## config.mk

```make
export PLATFORM = sky130hd
export DESIGN_NAME = lif_neuron_array_flat
export DESIGN_NICKNAME = d
export VERILOG_FILES = /design/src/rtl/lif_neuron_array_pkg.sv /design/src/rtl/lif_neuron_array_if.sv /design/src/rtl/lif_neuron_array_neuron.sv /design/src/rtl/lif_neuron_array.sv /design/src/flat_wrapper.sv
export SDC_FILE = /design/constraint.sdc
export NUM_CORES = 1
export LEC_CHECK = 0
export CAP_MARGIN = 10
export CORE_MARGIN = 2
export CORE_UTILIZATION = 30
export DETAILED_ROUTE_END_ITERATION = 12
export PLACE_DENSITY = 0.52
export SYNTH_ARGS = -nofsm -noshare
export SYNTH_HDL_FRONTEND = slang
export SYNTH_SLANG_ARGS = --single-unit
```

## constraint.sdc

```tcl
create_clock -name clk -period 6.9 [get_ports clk]
set_input_delay 0.69 -clock clk [delete_from_list [all_inputs] [get_ports clk]]
set_output_delay 0.69 -clock clk [all_outputs]
set_load 0.02 [all_outputs]
```

## src/rtl/lif_neuron_array_pkg.sv

```systemverilog
// Shared definitions for the LIF neuron array:
//   - cfg_sel encoding for the configuration write port
//   - default reset values of the runtime configuration registers
//   - width of the leak-shift configuration field
package snn_pkg;

  typedef enum logic [1:0] {
    CFG_THRESH = 2'd0,
    CFG_LEAK   = 2'd1,
    CFG_REF    = 2'd2,
    CFG_NONE   = 2'd3
  } cfg_sel_e;

  localparam int unsigned DEF_THRESH_INIT = 200;
  localparam int unsigned DEF_LEAK_INIT   = 3;
  localparam int unsigned DEF_REF_INIT    = 2;

  localparam int unsigned LEAK_W = 4;

endpackage

```

## src/rtl/lif_neuron_array_if.sv

```systemverilog
// Pin-level bundle of the LIF neuron array.
//   master : drives input currents, config write port and debug select;
//            receives spike vector, any_spike, tick and debug membrane.
//   slave  : the neuron array side.
interface lif_neuron_array_if #(
  parameter int unsigned N_NEURONS = 4,
  parameter int unsigned W_IN      = 8,
  parameter int unsigned W_MEM     = 12,
  parameter int unsigned W_SEL     = (N_NEURONS > 1) ? $clog2(N_NEURONS) : 1
);

  logic [N_NEURONS*W_IN-1:0] cur_in;
  logic                      cfg_we;
  logic [1:0]                cfg_sel;
  logic [W_MEM-1:0]          cfg_data;
  logic [N_NEURONS-1:0]      spike;
  logic                      any_spike;
  logic                      tick;
  logic [W_SEL-1:0]          mem_sel;
  logic [W_MEM-1:0]          mem_dbg;

  modport master (
    output cur_in, cfg_we, cfg_sel, cfg_data, mem_sel,
    input  spike, any_spike, tick, mem_dbg
  );

  modport slave (
    input  cur_in, cfg_we, cfg_sel, cfg_data, mem_sel,
    output spike, any_spike, tick, mem_dbg
  );

endinterface

```

## src/rtl/lif_neuron_array_neuron.sv

```systemverilog
// One leaky-integrate-and-fire channel.
//   clk, reset  : clock, synchronous active-high reset
//   tick_en     : time-step strobe; state only changes when high
//   cur         : unsigned input current
//   threshold   : spike threshold
//   leak_shift  : leak = v >> leak_shift (0 disables leak)
//   refractory  : ticks held at 0 after a spike
//   mem         : membrane potential register
//   spike       : one-cycle spike pulse, registered
module lif_neuron
  import snn_pkg::*;
#(
  parameter int unsigned W_IN  = 8,
  parameter int unsigned W_MEM = 12,
  parameter int unsigned W_REF = 4
) (
  input  logic              clk,
  input  logic              reset,
  input  logic              tick_en,
  input  logic [W_IN-1:0]   cur,
  input  logic [W_MEM-1:0]  threshold,
  input  logic [LEAK_W-1:0] leak_shift,
  input  logic [W_REF-1:0]  refractory,
  output logic [W_MEM-1:0]  mem,
  output logic              spike
);

  logic [W_REF-1:0] ref_cnt;
  logic [W_MEM-1:0] leak;
  logic [W_MEM:0]   v_sum;
  logic [W_MEM-1:0] v_sat;

  // v - leak never underflows (leak <= v), so one extra bit covers + cur.
  always_comb begin
    leak  = (leak_shift == '0) ? '0 : (mem >> leak_shift);
    v_sum = {1'b0, mem} - {1'b0, leak} + {{(W_MEM + 1 - W_IN){1'b0}}, cur};
    v_sat = v_sum[W_MEM] ? '1 : v_sum[W_MEM-1:0];
  end

  always_ff @(posedge clk) begin
    if (reset) begin
      mem     <= '0;
      ref_cnt <= '0;
      spike   <= 1'b0;
    end else begin
      spike <= 1'b0;
      if (tick_en) begin
        if (ref_cnt != '0) begin
          ref_cnt <= ref_cnt - 1'b1;
          mem     <= '0;
        end else if (v_sat >= threshold) begin
          spike   <= 1'b1;
          mem     <= '0;
          ref_cnt <= refractory;
        end else begin
          mem <= v_sat;
        end
      end
    end
  end

endmodule

```

## src/rtl/lif_neuron_array.sv

```systemverilog
// Array of N_NEURONS LIF neurons with shared runtime configuration.
//   clk, reset : clock, synchronous active-high reset
//   bus.cur_in : per-channel input currents, channel i at [i*W_IN +: W_IN]
//   bus.cfg_*  : config write port (threshold / leak shift / refractory)
//   bus.spike  : per-channel spike pulses, bus.any_spike their OR
//   bus.tick   : registered time-step strobe, aligned with spike
//   bus.mem_sel/mem_dbg : debug read of one channel's membrane
module lif_neuron_array
  import snn_pkg::*;
#(
  parameter int unsigned N_NEURONS   = 4,
  parameter int unsigned W_IN        = 8,
  parameter int unsigned W_MEM       = 12,
  parameter int unsigned W_REF       = 4,
  parameter int unsigned TICK_DIV    = 1,
  parameter int unsigned THRESH_INIT = DEF_THRESH_INIT,
  parameter int unsigned LEAK_INIT   = DEF_LEAK_INIT,
  parameter int unsigned REF_INIT    = DEF_REF_INIT
) (
  input logic              clk,
  input logic              reset,
  lif_neuron_array_if.slave bus
);

  localparam int unsigned W_CNT = (TICK_DIV > 1) ? $clog2(TICK_DIV) : 1;
  localparam int unsigned W_SEL = (N_NEURONS > 1) ? $clog2(N_NEURONS) : 1;

  logic [W_CNT-1:0]     pre_cnt;
  logic                 tick_en;
  logic                 tick_q;
  logic [W_MEM-1:0]     threshold;
  logic [LEAK_W-1:0]    leak_shift;
  logic [W_REF-1:0]     refractory;
  logic [N_NEURONS-1:0] spike_vec;
  logic [W_MEM-1:0]     mem [N_NEURONS];
  logic [W_MEM-1:0]     mem_dbg_c;

  assign tick_en = (pre_cnt == W_CNT'(TICK_DIV - 1));

  always_ff @(posedge clk) begin
    if (reset) begin
      pre_cnt <= '0;
      tick_q  <= 1'b0;
    end else begin
      pre_cnt <= tick_en ? '0 : pre_cnt + 1'b1;
      tick_q  <= tick_en;
    end
  end

  // Neurons sample the pre-edge register values, so a write landing on a
  // tick edge only takes effect from the following tick.
  always_ff @(posedge clk) begin
    if (reset) begin
      threshold  <= W_MEM'(THRESH_INIT);
      leak_shift <= LEAK_W'(LEAK_INIT);
      refractory <= W_REF'(REF_INIT);
    end else if (bus.cfg_we) begin
      case (cfg_sel_e'(bus.cfg_sel))
        CFG_THRESH: threshold  <= bus.cfg_data;
        CFG_LEAK:   leak_shift <= bus.cfg_data[LEAK_W-1:0];
        CFG_REF:    refractory <= bus.cfg_data[W_REF-1:0];
        default:    ;
      endcase
    end
  end

  for (genvar i = 0; i < N_NEURONS; i++) begin : g_neuron
    lif_neuron #(
      .W_IN  (W_IN),
      .W_MEM (W_MEM),
      .W_REF (W_REF)
    ) u_neuron (
      .clk        (clk),
      .reset      (reset),
      .tick_en    (tick_en),
      .cur        (bus.cur_in[i*W_IN +: W_IN]),
      .threshold  (threshold),
      .leak_shift (leak_shift),
      .refractory (refractory),
      .mem        (mem[i]),
      .spike      (spike_vec[i])
    );
  end

  // Selects with no matching channel fall through to 0.
  always_comb begin
    mem_dbg_c = '0;
    for (int unsigned i = 0; i < N_NEURONS; i++) begin
      if (bus.mem_sel == W_SEL'(i)) mem_dbg_c = mem[i];
    end
  end

  assign bus.spike     = spike_vec;
  assign bus.any_spike = |spike_vec;
  assign bus.tick      = tick_q;
  assign bus.mem_dbg   = mem_dbg_c;

endmodule

```

## src/flat_wrapper.sv

```systemverilog
// flat-port wrapper written by rule: the top's interface ports become plain ports
module lif_neuron_array_flat import snn_pkg::*;
#(
  parameter int unsigned N_NEURONS   = 4,
  parameter int unsigned W_IN        = 8,
  parameter int unsigned W_MEM       = 12,
  parameter int unsigned W_REF       = 4,
  parameter int unsigned TICK_DIV    = 1,
  parameter int unsigned THRESH_INIT = DEF_THRESH_INIT,
  parameter int unsigned LEAK_INIT   = DEF_LEAK_INIT,
  parameter int unsigned REF_INIT    = DEF_REF_INIT
)
  (clk, reset, bus_cur_in, bus_cfg_we, bus_cfg_sel, bus_cfg_data, bus_mem_sel, bus_spike, bus_any_spike, bus_tick, bus_mem_dbg);
  lif_neuron_array_if #(.N_NEURONS(N_NEURONS), .W_IN(W_IN), .W_MEM(W_MEM)) bus_i ();
  input logic clk;
  input logic reset;
  input wire logic [$bits(bus_i.cur_in)-1:0] bus_cur_in;
  input wire logic [$bits(bus_i.cfg_we)-1:0] bus_cfg_we;
  input wire logic [$bits(bus_i.cfg_sel)-1:0] bus_cfg_sel;
  input wire logic [$bits(bus_i.cfg_data)-1:0] bus_cfg_data;
  input wire logic [$bits(bus_i.mem_sel)-1:0] bus_mem_sel;
  output wire logic [$bits(bus_i.spike)-1:0] bus_spike;
  output wire logic [$bits(bus_i.any_spike)-1:0] bus_any_spike;
  output wire logic [$bits(bus_i.tick)-1:0] bus_tick;
  output wire logic [$bits(bus_i.mem_dbg)-1:0] bus_mem_dbg;
  assign bus_i.cur_in = bus_cur_in;
  assign bus_i.cfg_we = bus_cfg_we;
  assign bus_i.cfg_sel = bus_cfg_sel;
  assign bus_i.cfg_data = bus_cfg_data;
  assign bus_i.mem_sel = bus_mem_sel;
  assign bus_spike = bus_i.spike;
  assign bus_any_spike = bus_i.any_spike;
  assign bus_tick = bus_i.tick;
  assign bus_mem_dbg = bus_i.mem_dbg;
  lif_neuron_array #(.N_NEURONS(N_NEURONS), .W_IN(W_IN), .W_MEM(W_MEM), .W_REF(W_REF), .TICK_DIV(TICK_DIV), .THRESH_INIT(THRESH_INIT), .LEAK_INIT(LEAK_INIT), .REF_INIT(REF_INIT)) u_core (.clk(clk), .reset(reset), .bus(bus_i));
endmodule
```

# [Word level (Yosys, flattened, before mapping)]
# Cells that the tools add are included.
# W data, S select, Z words.
[classes] addsub=13 order_cmp=4 n_eq_ne=5 n_shift=4 mux=32 n_bitwise=1 n_reduce_logical=24
[ops] op="$mux W12" n=20
[ops] op="$add A13 B8 Y13" n=4
[ops] op="$sub A12 B12 Y13" n=4
[ops] op="$ge A12 B12 Y1" n=4
[ops] op="$shr A12 B4 Y12" n=4
[ops] op="$mux W4" n=8
[ops] op="$reduce_bool A4 Y1" n=4
[ops] op="$sub A4 B1 Y4 const B" n=4
[ops] op="$reduce_and A2 Y1" n=7
[ops] op="$reduce_or A3 Y1" n=4
[ops] op="$reduce_bool A2 Y1" n=4
[ops] op="$eq A2 B2 Y1 const B" n=3
[ops] op="$eq A2 B1 Y1 const B" n=2
[ops] op="$logic_not A2 Y1" n=2
[ops] op="$logic_not A4 Y1" n=1
[ops] op="$mux W1" n=4
[ops] op="$reduce_or A4 Y1" n=1
[ops] op="$reduce_or A2 Y1" n=1
[ops] op="$add A1 B1 Y1 const B" n=1
[ops] op="$not A1 Y1" n=1
[word_totals] regBits=90 in_bits=51

# [Logic depth before layout (Yosys ltp)]
# Gate-level depths: netlist (run 1).
[logic_depth] ltp_word=8 mapped_depth=26

# [Hierarchy]
# Synthesis (run 1) repeated with hierarchy kept, for this count alone.
[hier_totals] cells_unflattened=1340 area_unflattened_um2=10558.9
[by_module_without_submodules] mod="lif_neuron at u_core.g_neuron[1].u_neuron" n_inst=1 cells_per_inst=310 area_per_inst_um2=2364.8
[by_module_without_submodules] mod="lif_neuron at u_core.g_neuron[2].u_neuron" n_inst=1 cells_per_inst=310 area_per_inst_um2=2349.8
[by_module_without_submodules] mod="lif_neuron at u_core.g_neuron[3].u_neuron" n_inst=1 cells_per_inst=303 area_per_inst_um2=2334.7
[by_module_without_submodules] mod="lif_neuron at u_core.g_neuron[0].u_neuron" n_inst=1 cells_per_inst=313 area_per_inst_um2=2296.0
[by_module_without_submodules] mod="lif_neuron_array" n_inst=1 cells_per_inst=104 area_per_inst_um2=1213.7

# [Worst setup path before layout (run 1)]
# No wires, ideal clock.
[synth_timing] path_kind="reg-to-reg" from="reg u_core.leak_shift[1]" to="reg u_core.g_neuron[0].u_neuron.mem[11]" setup_time_ns=0.059 arrival_ns=5.765 t_required_ns=6.841 path_slack_ns=1.077 path_stages_with_launch=24 path_buffers=4 period_less_slack_ns=5.823 cell_sequence="dfxtp_1 -> clkbuf_1 -> buf_1 -> clkbuf_1 -> mux4_2 -> a211oi_1 -> a21oi_1 -> ha_1 -> inv_1 -> ha_1 -> fa_1 -> a211oi_1 -> o211ai_1 -> nand4_1 -> nand3_1 -> or4_1 -> ha_1 -> a21o_1 -> a21oi_1 -> nor2b_1 -> a2111oi_2 -> nor2b_1 -> buf_2 -> a22o_1"
[synth_via] elab_chain_cells=8 elab_cells_between_ends=9 classes_between="add/sub: 2; order compare: 1; shift: 1; mux: 4; reduce/logical: 1"
[synth_lines] item="start: declaration" line_no="lif_neuron_array.sv:32" text="logic [LEAK_W-1:0] leak_shift;"
[synth_lines] item="start signal: assignment" line_no="lif_neuron_array.sv:55" text="leak_shift <= LEAK_W'(LEAK_INIT);"
[synth_lines] item="start signal: assignment" line_no="lif_neuron_array.sv:60" text="CFG_LEAK: leak_shift <= bus.cfg_data[LEAK_W-1:0];"
[synth_lines] item="$shr A12 B4 Y12 or $logic_not A4 Y1 (tied branches)" line_no="lif_neuron_array_neuron.sv:35" text="leak = (leak_shift == '0) ? '0 : (mem >> leak_shift);"
[synth_lines] item="$mux W12 (*)" line_no="lif_neuron_array_neuron.sv:35"
[synth_lines] item="$sub A12 B12 Y13 (*)" line_no="lif_neuron_array_neuron.sv:36" text="v_sum = {1'b0, mem} - {1'b0, leak} + {{(W_MEM + 1 - W_IN){1'b0}}, cur};"
[synth_lines] item="$add A13 B8 Y13 (*)" line_no="lif_neuron_array_neuron.sv:36"
[synth_lines] item="$mux W12 (*)" line_no="lif_neuron_array_neuron.sv:37" text="v_sat = v_sum[W_MEM] ? '1 : v_sum[W_MEM-1:0];"
[synth_lines] item="$ge A12 B12 Y1" line_no="lif_neuron_array_neuron.sv:51" text="end else if (v_sat >= threshold) begin"
[synth_lines] item="$mux W12 (*)" line_no="lif_neuron_array_neuron.sv:51"
[synth_lines] item="$mux W12 (*)" line_no="lif_neuron_array_neuron.sv:48" text="if (ref_cnt != '0) begin"
[synth_lines] item="end signal: assignment" line_no="lif_neuron_array_neuron.sv:56" text="mem <= v_sat;"
[synth_lines] item="end: declaration" line_no="lif_neuron_array_neuron.sv:24" text="output logic [W_MEM-1:0] mem,"
# Every way passes the cells marked *; elsewhere a longest branch is shown, timed or not.
# A chain may end at the register's enable or synchronous reset.

# [Worst setup path in the final report (run 1)]
[layout_timing] from="reg u_core.leak_shift[2]" to="reg u_core.g_neuron[0].u_neuron.mem[5]"
# Same word-level chain as after synthesis.

==> metrics.md, run 1 <==
| Metric | Value |
|---|---|
| Cell area after synthesis | `0.0102 mm^2` |
| Pin count of the biggest net entering global routing | `47` |
| Site Rows | `67` |
| Clock sinks | `90` |
| # nets final | `~1600` |
| Avg Cell Area, Syn | `7.91 um^2` |
| Max-slew headroom | `39.7%` |
| Sequential standard cell area | `between 0.0015 and 0.002 mm^2` |
| Post-placement cell count | `1785` |
| Worst-skew pair later-pin latency | `0.36 ns` |
| Warnings, synthesis | `0` |
| Syn Inst Count | `1296` |
| Max Slew Vio Count | `0` |
| HPWL after detailed placement | `26800 um` |
| Pwr dens | `261 mW/mm^2` |
| Ports | `just under 70` |
| Final global-route overflow total | `0` |
| Multi-input logic area | `0.00762 mm^2` |
| Critical Path End Type | `flop` |
| Data required time of the worst path | `7.20 ns` |
| Die area | `0.0357 mm^2` |
| Post-route minimum period | `6.22 ns` |
| Final setup margin | `just under 0.7 ns` |
| Die X-Extent | `189 um` |
| Setup Fix Bufs, Post-CTS | `0` |
| Sequential-to-total area share from yosys stat | `around 18%` |
| Placed cell area | `0.0115 mm^2` |
| RSZ-0062 raised after global routing | `no` |
| Post-synth EDFFs | `0` |
| IO Port Bufs | `68` |
| Synth Register Bits | `90` |
| Slew @ Worst Pin | `0.897 ns` |
| Initial Utilization | `30.5%` |
| Initial DRC count | `881` |
| Yosys cell types | `70` |
| Initial antenna violation count | `1` |
| Via count of the first global-routing pass | `9201` |
| MaxCap Viol Count | `0` |
| CP max FO | `20` |
| Crit Path Category | `flop to flop` |
| Outcome | `complete, no violations` |
| Final ANT Viol Nets | `0` |
| Vias per inst | `5.45` |
| Longest Clk Path Bufs | `2` |
| Routed wire length | `33800 um` |
| Gpl congestion | `0.897` |
| Pre-CTS setup slack | `~0.74 ns` |
| Post-route setup TNS | `0 ns` |
| Clk root buf | `clkbuf_16` |
| Maximum vdd drop | `0.138 mV` |
| FFs w/ async S/R, synth | `0%` |
| Fillers | `around 3500` |
| Top FF cell, synth | `dfxtp_1` |
| Reg clk slew, reported paths | `0.07 ns` |
| Via count | `9817` |
| TritonCTS clock tree | `built` |
| Core area | `~0.034 mm^2` |
| CTS resizes | `0` |
| Crit path DAT | `6.52 ns` |
| First-pass DRT Iterations | `8` |
| Crit path launch type | `flop` |
| Area grow syn2layout | `15.3%` |
| Total CTS buffers | `9` |
| First-pass GRT wire length | `52700 um` |
| # hold bufs at CTS | `0` |
| Static leakage | `slightly above 5 nW` |
| Die height | `189 um` |
| Final Non-Filler Cells | `1802` |
| Final core utilization | `35.1%` |
| Hold Fails Final Rpt | `0` |
| H-tree depth | `3` |
| Final worst-path cycle share | `90.1%` |
| Clk_skew | `between 0.008 and 0.009 ns` |
| WL/cell | `~19 um` |
| Final Cell Area | `0.0118 mm^2` |
| Gr usage total | `19.0%` |
| Fmax | `161 MHz` |
| Hold Path Class | `flop to flop` |
| DRC errors left | `0` |
| Final setup fails | `0` |
| Fraction of layout cells with a size suffix above 1 | `5.84%` |
routing by layer:
layer  vias up  part of all wire (%)  track usage (%)
li1       4764                     -                -
met1      4592                    47             27.2
met2       412                    43             28.8
met3        47                   8.1             3.80
met4         2                   2.2             5.05
met5         -                 0.038                0
registers in the layout, summed over array words and instances (netlist names):
| signal | flops |
|---|---|
| u_core.bus.tick | 1 |
| u_core.g_neuron.u_neuron.mem | 48 |
| u_core.g_neuron.u_neuron.ref_cnt | 16 |
| u_core.g_neuron.u_neuron.spike | 4 |
| u_core.leak_shift | 4 |
| u_core.pre_cnt | 1 |
| u_core.refractory | 4 |
| u_core.threshold | 12 |
Yosys cell counts, drive strengths merged (11+ instances only):
| cell | n | area [um^2] |
|---|---|---|
| mux2i | 49 | 490 |
| fa | 32 | 641 |
| nand3 | 29 | 145 |
| nor3 | 21 | 105 |
| ha | 120 | 1500 |
| xor2 | 11 | 96.3 |
| mux4 | 23 | 518 |
| nand4 | 15 | 93.8 |
| a211o | 11 | 96.3 |
| nor2 | 89 | 334 |
| nor2b | 15 | 93.8 |
| buf | 19 | 98.9 |
| nand2b | 23 | 144 |
| inv | 160 | 601 |
| clkbuf | 39 | 146 |
| a211oi | 37 | 278 |
| dfxtp | 90 | 1800 |
| or4 | 12 | 93.8 |
| o21ai | 73 | 365 |
| a21oi | 100 | 500 |
| a21o | 31 | 233 |
| o21bai | 12 | 90.1 |
| nand2 | 118 | 443 |
| a22o | 43 | 377 |
stage by stage:
step           power (W)  hold WS [ns]
4_1_cts          0.00308         0.459
5_1_grt          0.00336         0.477
3_5_place_dp     0.00250         0.449
3_3_place_gp     0.00248         0.444
2_1_floorplan    0.00201         0.436
6_report         0.00308         0.455
worst max-delay path: stages (launching register included):
cell and delay, ns:
dfxtp_1 0.75, inv_1 0.09, buf_4 0.25, nand2_1 0.26, o22ai_1 0.16, a211oi_1 0.23
a21oi_1 0.10, fa_1 0.52, inv_1 0.06, fa_1 0.43, a211oi_1 0.34, o211ai_1 0.21
nand4_1 0.16, nand3_1 0.25, or4_1 0.66, ha_1 0.34, a21o_1 0.16, a21oi_1 0.15
nor2b_1 0.07, a2111oi_2 0.27, buf_4 0.23, nor2b_1 0.15, buf_4 0.18, a22o_1 0.13
report_power, final:
group | switching (W) | total, W | internal (W)
sequential | 0.0000941 | 0.000668 | 0.000574
clock | 0.000234 | 0.000559 | 0.000326
combinational | 0.00108 | 0.00185 | 0.000776
layout by cell type (no fill, tap or decap), types with 9 or more instances in the layout:
| cell | Yosys | final |
|---|---|---|
| nor2b_1 | 15 | 14 |
| clkdlybuf4s50_1 | 0 | 68 |
| nand2_1 | 118 | 118 |
| or4_1 | 11 | 11 |
| nand3b_1 | 9 | 9 |
| ha_1 | 120 | 120 |
| mux2i_1 | 49 | 49 |
| a22o_1 | 43 | 43 |
| clkbuf_16 | 0 | 9 |
| mux4_2 | 23 | 23 |
| o22ai_1 | 9 | 9 |
| o21bai_1 | 12 | 12 |
| fa_1 | 32 | 32 |
| nand3_1 | 29 | 29 |
| a211o_1 | 11 | 11 |
| nor2_1 | 89 | 89 |
| o21ai_1 | 9 | 9 |
| a21oi_1 | 100 | 100 |
| a21o_1 | 31 | 31 |
| a211oi_1 | 37 | 37 |
| a31oi_1 | 9 | 9 |
| dfxtp_1 | 90 | 88 |
| o211ai_1 | 9 | 9 |
| nand4_1 | 15 | 15 |
| inv_1 | 160 | 160 |
| nand2b_1 | 23 | 23 |
| nor3_1 | 21 | 21 |
| buf_4 | 4 | 28 |
| o21ai_0 | 64 | 64 |
| xor2_1 | 11 | 11 |
area by class of cell:
cell class	instances	area share (%)
Antenna cell	1	0.0212
Clock buffer	9	1.91
Clock inverter	7	0.932
Inverter	161	5.12
Multi-Input combinational cell	990	64.5
Sequential cell	90	15.3
Tap cell	448	4.74
Timing Repair Buffer	96	7.54
worst paths after layout:
path	cells after the start	slack [ns]	end	startpoint
worst max register to register	23	0.68	u_core.g_neuron[0].u_neuron.mem[5]	u_core.leak_shift[2]
worst min-delay path	2	0.46	u_core.threshold[4]	u_core.threshold[4]
worst max-delay path	23	0.68	u_core.g_neuron[0].u_neuron.mem[5]	u_core.leak_shift[2]
worst min register to register	2	0.46	u_core.threshold[4]	u_core.threshold[4]
cells by family after synthesis:
group	count (synthesis)	synth area share [%]
other	2	0.0733
adder cells (fa/ha/maj)	152	20.9
XOR/XNOR	19	1.62
AO/OA/AOI/OAI	375	24.3
multiplexers	73	9.95
buffers and inverters	219	8.29
AND/OR/NAND/NOR	366	17.3
flip-flops	90	17.6
No activity file was read; power rests on OpenSTA's default activity.
==> inputs of run 2 (changes only) <==
--- a/config.mk
+++ b/config.mk
@@ -5,11 +5,13 @@
 export SDC_FILE = /design/constraint.sdc
 export NUM_CORES = 1
 export LEC_CHECK = 0
+export ABC_CLOCK_PERIOD_IN_PS = 6900
 export CAP_MARGIN = 10
 export CORE_MARGIN = 2
 export CORE_UTILIZATION = 30
 export DETAILED_ROUTE_END_ITERATION = 12
 export PLACE_DENSITY = 0.52
+export SKIP_CTS_REPAIR_TIMING = 1
 export SYNTH_ARGS = -nofsm -noshare
 export SYNTH_HDL_FRONTEND = slang
 export SYNTH_SLANG_ARGS = --single-unit
==> results of run 2 <==
Same layout as run 1: the final DEF is identical, and so are final timing and power.
